File: src/rtl/clause_image_loader_pkg.sv
// Shared types for the clause image loader: record tags, loader states and the
// node/dummy/literal payload formats seen by the BCP lookup top.
`ifndef NUM_ENGINE
`define NUM_ENGINE 2
`endif

package clause_image_loader_pkg;

   typedef logic [15:0] lit_t;

   typedef struct packed {
      logic [7:0] slot;
      lit_t       lit;
   } dummy_entry_t;

   typedef struct packed {
      lit_t lit_a;
      lit_t lit_b;
      lit_t lit_c;
   } node_t;

   typedef enum logic [2:0] {
      REC_CLAUSE  = 3'd0,
      REC_PTR     = 3'd1,
      REC_ENG_END = 3'd2,
      REC_UNIT    = 3'd3,
      REC_EOF     = 3'd4
   } rec_type_t;

   typedef enum logic [2:0] {
      ST_IDLE,
      ST_LOAD,
      ST_UNITS,
      ST_DONE,
      ST_ERR
   } ld_state_t;

   localparam int PAY_W = $bits(node_t);

   function automatic logic [15:0] sat_inc16(input logic [15:0] v);
      return (v == 16'hFFFF) ? v : v + 16'd1;
   endfunction

endpackage

File: src/rtl/clause_image_loader_rec_decode.sv
// Per-state record decoder: flags which record kind is being offered and
// whether its tag is illegal in the current state (undefined tags included).
module clause_image_loader_rec_decode
   import clause_image_loader_pkg::*;
(
   input  ld_state_t state,
   input  rec_type_t rec_type,
   output logic      acc_clause,
   output logic      acc_ptr,
   output logic      acc_eng_end,
   output logic      acc_unit,
   output logic      acc_eof,
   output logic      acc_bad
);

   always_comb begin
      acc_clause  = 1'b0;
      acc_ptr     = 1'b0;
      acc_eng_end = 1'b0;
      acc_unit    = 1'b0;
      acc_eof     = 1'b0;
      acc_bad     = 1'b0;
      case (state)
         ST_LOAD: begin
            case (rec_type)
               REC_CLAUSE:  acc_clause  = 1'b1;
               REC_PTR:     acc_ptr     = 1'b1;
               REC_ENG_END: acc_eng_end = 1'b1;
               default:     acc_bad     = 1'b1;
            endcase
         end
         ST_UNITS: begin
            case (rec_type)
               REC_UNIT: acc_unit = 1'b1;
               REC_EOF:  acc_eof  = 1'b1;
               default:  acc_bad  = 1'b1;
            endcase
         end
         default: ;
      endcase
   end

endmodule

File: src/rtl/clause_image_loader.sv
// Loads one clause database image from a tagged record stream into the lookup
// top and holds the engines halted until done. LOADER_STATS_EN adds record counters.
//
// state    | meaning
// IDLE     | waiting for start, stream not accepted
// LOAD     | clauses, dummy pointers and engine-end markers
// UNITS    | initial unit literals until EOF
// DONE     | image complete, engines released
// ERR      | malformed image, stream drained, leave only by reset
module clause_image_loader
   import clause_image_loader_pkg::*;
#(
   parameter int NUM_ENG     = `NUM_ENGINE,
   parameter int MAX_CLAUSES = 256,
   parameter int CNT_W       = $clog2(MAX_CLAUSES + 1),
   localparam int ENG_W      = $clog2(NUM_ENG + 1)
) (
   input  logic             clk,
   input  logic             rst_n,
   input  logic             start,
   input  logic             rec_valid,
   output logic             rec_ready,
   input  rec_type_t        rec_type,
   input  logic [PAY_W-1:0] rec_payload,
   output node_t            node_in,
   output logic             node_in_valid,
   output dummy_entry_t     dummy_ptr,
   output logic             dummy_ptr_valid,
   output logic             change_eng,
   output lit_t             mem2uca,
   output logic             mem2uca_valid,
   output logic             mem2uca_done,
   output logic             halt,
   output logic             load_done,
   output logic             load_err,
   output logic [ENG_W-1:0] eng_idx
`ifdef LOADER_STATS_EN
   ,
   output logic [15:0]      stat_clauses,
   output logic [15:0]      stat_ptrs,
   output logic [15:0]      stat_units
`endif
);

   localparam logic [ENG_W-1:0] ENG_LAST = ENG_W'(NUM_ENG);
   localparam logic [CNT_W-1:0] CNT_MAX  = CNT_W'(MAX_CLAUSES);

   ld_state_t        state;
   logic [CNT_W-1:0] clause_cnt;
   logic [ENG_W-1:0] eng_next;
   logic             accept;
   logic             start_ok;
   logic             clause_ovf;
   logic             acc_clause, acc_ptr, acc_eng_end, acc_unit, acc_eof, acc_bad;

   clause_image_loader_rec_decode u_loader_rec_decode (
      .state       (state),
      .rec_type    (rec_type),
      .acc_clause  (acc_clause),
      .acc_ptr     (acc_ptr),
      .acc_eng_end (acc_eng_end),
      .acc_unit    (acc_unit),
      .acc_eof     (acc_eof),
      .acc_bad     (acc_bad)
   );

   assign rec_ready  = (state == ST_LOAD) || (state == ST_UNITS) || (state == ST_ERR);
   assign halt       = (state != ST_DONE);
   assign load_done  = (state == ST_DONE);
   assign load_err   = (state == ST_ERR);
   assign accept     = rec_valid && rec_ready;
   assign start_ok   = start && ((state == ST_IDLE) || (state == ST_DONE));
   assign eng_next   = eng_idx + 1'b1;
   assign clause_ovf = (clause_cnt == CNT_MAX);

   always_ff @(posedge clk or negedge rst_n) begin
      if (!rst_n) begin
         state           <= ST_IDLE;
         clause_cnt      <= '0;
         eng_idx         <= '0;
         node_in         <= '0;
         node_in_valid   <= 1'b0;
         dummy_ptr       <= '0;
         dummy_ptr_valid <= 1'b0;
         change_eng      <= 1'b0;
         mem2uca         <= '0;
         mem2uca_valid   <= 1'b0;
         mem2uca_done    <= 1'b0;
      end else begin
         node_in_valid   <= 1'b0;
         dummy_ptr_valid <= 1'b0;
         change_eng      <= 1'b0;
         mem2uca_valid   <= 1'b0;
         mem2uca_done    <= 1'b0;
         case (state)
            ST_IDLE, ST_DONE: begin
               if (start) begin
                  state      <= ST_LOAD;
                  clause_cnt <= '0;
                  eng_idx    <= '0;
               end
            end
            ST_LOAD, ST_UNITS: begin
               if (accept) begin
                  // an offending record produces no pulse of its own
                  if (acc_bad || (acc_clause && clause_ovf)) begin
                     state <= ST_ERR;
                  end else if (acc_clause) begin
                     node_in       <= node_t'(rec_payload);
                     node_in_valid <= 1'b1;
                     clause_cnt    <= clause_cnt + 1'b1;
                  end else if (acc_ptr) begin
                     dummy_ptr       <= rec_payload[$bits(dummy_entry_t)-1:0];
                     dummy_ptr_valid <= 1'b1;
                  end else if (acc_eng_end) begin
                     eng_idx    <= eng_next;
                     clause_cnt <= '0;
                     if (eng_next < ENG_LAST) change_eng <= 1'b1;
                     else                     state      <= ST_UNITS;
                  end else if (acc_unit) begin
                     mem2uca       <= rec_payload[$bits(lit_t)-1:0];
                     mem2uca_valid <= 1'b1;
                  end else if (acc_eof) begin
                     mem2uca_done <= 1'b1;
                     state        <= ST_DONE;
                  end
               end
            end
            default: ;
         endcase
      end
   end

`ifdef LOADER_STATS_EN
   always_ff @(posedge clk or negedge rst_n) begin
      if (!rst_n) begin
         stat_clauses <= '0;
         stat_ptrs    <= '0;
         stat_units   <= '0;
      end else if (start_ok) begin
         stat_clauses <= '0;
         stat_ptrs    <= '0;
         stat_units   <= '0;
      end else if (accept) begin
         if (acc_clause && !clause_ovf) stat_clauses <= sat_inc16(stat_clauses);
         if (acc_ptr)                   stat_ptrs    <= sat_inc16(stat_ptrs);
         if (acc_unit)                  stat_units   <= sat_inc16(stat_units);
      end
   end
`endif

endmodule
File: config.mk
export PLATFORM = sky130hd
export DESIGN_NAME = clause_image_loader
export DESIGN_NICKNAME = d
export VERILOG_FILES = /design/src/rtl/clause_image_loader_pkg.sv /design/src/rtl/clause_image_loader_rec_decode.sv /design/src/rtl/clause_image_loader.sv
export SDC_FILE = /design/constraint.sdc
export NUM_CORES = 1
export LEC_CHECK = 0
export ABC_AREA = 0
export CAP_MARGIN = 20
export CORE_UTILIZATION = 43
export CTS_BUF_LIST = sky130_fd_sc_hd__clkbuf_8
export CTS_CLUSTER_SIZE = 25
export DETAILED_ROUTE_END_ITERATION = 10
export HOLD_SLACK_MARGIN = 0.1
export MAX_ROUTING_LAYER = met4
export PLACE_DENSITY = 0.79
export SLEW_MARGIN = 20
export SYNTH_ARGS = -nofsm -noshare
export SYNTH_HDL_FRONTEND = slang
export SYNTH_SLANG_ARGS = --single-unit
File: constraint.sdc
create_clock -name clk -period 2.3 [get_ports clk]
set_input_delay 0.23 -clock clk [delete_from_list [all_inputs] [get_ports clk]]
set_output_delay 0.23 -clock clk [all_outputs]
set_load 0.02 [all_outputs]
## After elaboration in Yosys (flattened, before gate mapping)

Index checks and enable logic that the tools add are counted.

- Bits in registers: 107
- Input bits: 55
- Output and inout bits: 99
- Logic and storage cells: 130

- $add $sub $neg: 2
- Magnitude comparators: 1
- Equal/unequal tests: 23
- Multiplexer cells: 68
- Bitwise logic cells: 4
- Reductions and logical operators: 18

Operator list:

| kind | number |
|---|---|
| $mux 9 | 6 |
| $mux 1 | 43 |
| $mux 3 | 9 |
| $pmux 9 s2 | 1 |
| $reduce_and 7->1 | 2 |
| $eq 3x2->1 const B | 4 |
| $mux 2 | 6 |
| $ne 2x2->1 const B | 6 |
| $ne 3x3->1 const B | 4 |
| $ne 4x4->1 const B | 3 |
| $add 9x1->9 const B | 1 |
| $eq 9x9->1 const B | 1 |
| $reduce_and 8->1 | 1 |
| $eq 3x1->1 const B | 2 |
| $eq 3x3->1 const B | 2 |
| $logic_not 3->1 | 2 |
| $pmux 3 s2 | 1 |
| $reduce_and 6->1 | 1 |
| $reduce_or 2->1 | 3 |
| $reduce_and 5->1 | 1 |
| $not 1->1 | 4 |
| $pmux 2 s2 | 1 |
| $reduce_and 4->1 | 1 |
| $logic_or 1x1->1 | 3 |
| 7 further kinds | 8 |

## Logic depth before layout (Yosys ltp)

- Depth in word-level cells: 11
- Depth in mapped cells: 9

## By module

Synthesis repeated with hierarchy kept, for this count alone.

- Cell total of the unflattened synthesis: 320
- Area total of the unflattened synthesis: 4543.1 µm²

Modules (own cells, without submodules):

| module | instances | cells an instance | area an instance (µm²) | seq. area each (µm²) |
|---|---|---|---|---|
| clause_image_loader | 1 | 305 | 4420.5 | 2677.6 |
| clause_image_loader_rec_decode | 1 | 15 | 122.6 | 0.0 |

## Least setup slack after synthesis

Ideal clock, no wire load.

- Path type: register to register
- Start: register state[2]
- End: register node_in[10] in the netlist's numbering
- Library setup time: 0.125 ns
- Arrival: 2.140 ns
- Setup slack: 0.035 ns
- Stages on the path, launching flop included: 8
- Cell sequence: dfrtp_1 -> or4b_4 -> a2111oi_4 -> nand3_4 -> clkinv_2 -> buf_12 -> buf_12 -> mux2_4

- Cells in the longest elaborated chain, start to end: 6
- Elaborated cells on any way between the ends: 13

Ends and longest elaborated chain:

| element | line | source |
|---|---|---|
| start: declaration | clause_image_loader.sv:48 | `ld_state_t state;` |
| start signal: assignment | clause_image_loader.sv:78 | `state <= ST_IDLE;` |
| start signal: assignment | clause_image_loader.sv:98 | `state <= ST_LOAD;` |
| start signal: assignment | clause_image_loader.sv:107 | `state <= ST_ERR;` |
| $eq 3x1->1 | clause_image_loader_rec_decode.sv:23, clause_image_loader.sv:67, clause_image_loader.sv:95 |  |
| $mux 1 | clause_image_loader_rec_decode.sv:23 | `case (state)` |
| $logic_and 1x1->1 | clause_image_loader.sv:106 | `if (acc_bad \|\| (acc_clause && clause_ovf)) begin` |
| $logic_or 1x1->1 | clause_image_loader.sv:106 |  |
| $not 1->1 (no source line) | -- |  |
| $reduce_and 4->1 (no source line) (*) | -- |  |
| end signal: assignment | clause_image_loader.sv:109 | `node_in <= node_t'(rec_payload);` |
| end: declaration | clause_image_loader.sv:25 | `output node_t node_in,` |

Mark *: on every way between the ends. The rest lies on a longest branch, timed or not.
A chain may end at the register's enable or synchronous reset.

## Worst setup path after layout

- Start: register state[2]
- End: register node_in[34] in the netlist's numbering

The elaborated chain is that of the path after synthesis.

==> metrics <==
Required @ worst endpoint=2.55 ns; Leak=0.003002 uW; synthesized instance count=327; Die Wd=106.7 um; syn nets=384; top post-synthesis cells by area=dfrtp_1 (57%), mux2_2 (14%), mux2_4 (9.6%), buf_12 (1.7%), nand3_1 (0.96%); detailed-route DRC error count=0; Setup WS pre-CTS=-0.1411 ns; cell taking the most area after synthesis=dfrtp_1; Synth Register Bits=107; Top-Level Pins=154; endpoint type of the worst setup path=flop; vias in the first global route=3517; worst skew pair latency=0.37 ns; final hold violation count=0; CTS tree=yes; Starting Density=45.06%; first-pass GRT wire length=17.86 mm; clock root buffer=clkbuf_8; worst hold slack=0.3585 ns; list of most frequent post-synthesis cells=dfrtp_1 (107), mux2_2 (60), mux2_4 (30); Worst setup SP type=flop; crit-path max FO=24; clock transition at the registers of the reported paths=0.10 ns; leading cell type by number of instances after synthesis=dfrtp_1; Avg Inst Size Synth=14.42 um2; cell area power density=901.5 mW/mm2; run status=completed; die area=0.01139 mm2; Tmin final=2.216 ns; RSZ-0062 raised after global routing=true; number of enable flip-flop cells after synthesis=0; Max-cap violations=0; Netlist cell types=52; routed vias=3364; DRT iter0 DRCs=152; dpl hpwl=8.099 mm; cell area after synthesis=0.004715 mm2; Longest Clk Path Bufs=2; Die H=106.7 um; largest net degree at the start of global routing=48; drt first pass iters=4; n_diodes=0; post-DR wirelength/cell=17.34 um; final wirelength=11.13 mm; H-tree Lvls=3; layout cell share with drive strength beyond 1=27.08%; Hold Crit Class=input port to asynchronous set/reset pin; Rel. slew slack=46.52%; initial antenna violation count=0; GP Congestion=0.9146; # rows=37; post-CTS setup buffer count=0; CP arrival=2.46 ns; total grt overflow=0; Synth async-reset ratio=100.0%; antenna-violating nets left=0; Seq/Total Area, Yosys=56.79%; clk sinks=107; DR vias/cell=5.240; core footprint=0.01046 mm2; Setup WS post-layout=0.08357 ns; worst clock skew=0.01312 ns; port bufs=153; actual slew at the worst max-slew pin=0.7799 ns; Final nets=558; Worst IR Drop VDD=457.7 uV; post-synth top area share=56.79%; area grow syn2layout=42.33%; Final Max Slew Viols=0; Final period util=96.37%; Crit Path Class=flop to flop; Post-synth top flop=dfrtp_1; total track usage=20.98%; Syn. warnings=0; highest clock rate=0.4512 GHz; TritonCTS Buffers=9; Finish-stage setup viols=0
power by group:
part	switching, uW	total [uW]	internal, uW
Combinational	1040	2310	1270
Sequential	297	2600	2310
Clock	613	1140	526
sequential cells by signal (all words and copies together), names as in the netlist, 2 cells and up:
register / cells
dummy_ptr: 24
state: 3
eng_idx: 2
clause_cnt: 9
node_in: 48
mem2uca: 16
through the flow:
stage	util, %	total power [uW]	setup TNS (ns)	cells	cell area [um2]
finish	64.14	6049	0	642	6710
global route	64.14	6380	-0.007223	642	6710
floorplan	-	3757	0	327	4715
global placement	62.19	4891	-3.231	625	6506
detailed placement	62.19	4964	-4.455	625	6506
CTS	64.14	6122	0	642	6710
worst max-delay path: stages (launching register included):
cell and delay (ns):
dfrtp_1 0.47, or4b_4 0.55, a2111oi_4 0.28, nand3_4 0.11
clkinv_2 0.11, buf_12 0.20, mux2_2 0.36
metal layers:
layer  up-vias  track usage (%)  part of all wire [%]
met3        18            5.410                   8.6
li1       1540                -                     -
met4         0            10.18                   1.8
met5         -                -                     0
met2       177            32.53                    47
met1      1629            25.60                    42
path summary, 6_finish.rpt:
path	startpoint	end	slack (ns)	cells past startpoint
worst max-delay path	state[2]	node_in[34]	0.08	6
worst min-delay path	rst_n	clause_cnt[2]	0.36	2
worst max register to register	state[2]	node_in[34]	0.08	6
worst min register to register	node_in[47]	node_in[47]	0.51	1
max in group asynchronous	rst_n	node_in[43]	1.22	3
min in group clk	rec_payload[36]	node_in[36]	0.47	2
kinds of logic (layout without fill, tap and decap cells):
kind of cell             after synthesis  count (layout)  share of synthesized area [%]
AO/OA/AOI/OAI                         30              30                          4.990
multiplexers                          92              92                          24.31
flip-flops                           107             107                          56.79
XOR/XNOR                               3               3                         0.5574
AND/OR/NAND/NOR                       65              65                          8.678
adder cells (fa/ha/maj)                2               2                         0.5307
buffers and inverters                 28             207                          4.140
repair_timing:
item                                   in CTS  in global routing
setup endpoints to repair                   1                 20
pin swaps                                   0                  1
endpoints found under the hold margin      35                  0
gates resized for setup                     1                  0
hold buffers                                1                  0
cell type report:
class                   instances  area [um2]
multi-input cells             192        1842
repair buffers                180        1783
flip-flops and latches        107        2678
clock buffers                  10       137.6
well taps                     136       170.2
clock inverters                 6       57.56
inverters                      11       42.54
fillers                       828        3752
cell usage in the layout (no fill, tap or decap), types with 5 or more instances in the layout:
| cell type | n |
|---|---|
| and3_1 | 5 |
| nand3_1 | 9 |
| inv_1 | 13 |
| mux2_2 | 60 |
| buf_4 | 23 |
| o21ai_0 | 8 |
| mux2_4 | 30 |
| dfrtp_1 | 107 |
| nor2_1 | 7 |
| clkbuf_8 | 10 |
| nand4_1 | 7 |
| clkdlybuf4s50_1 | 151 |
| nand2_1 | 7 |
(Power assumes the default switching activity.)
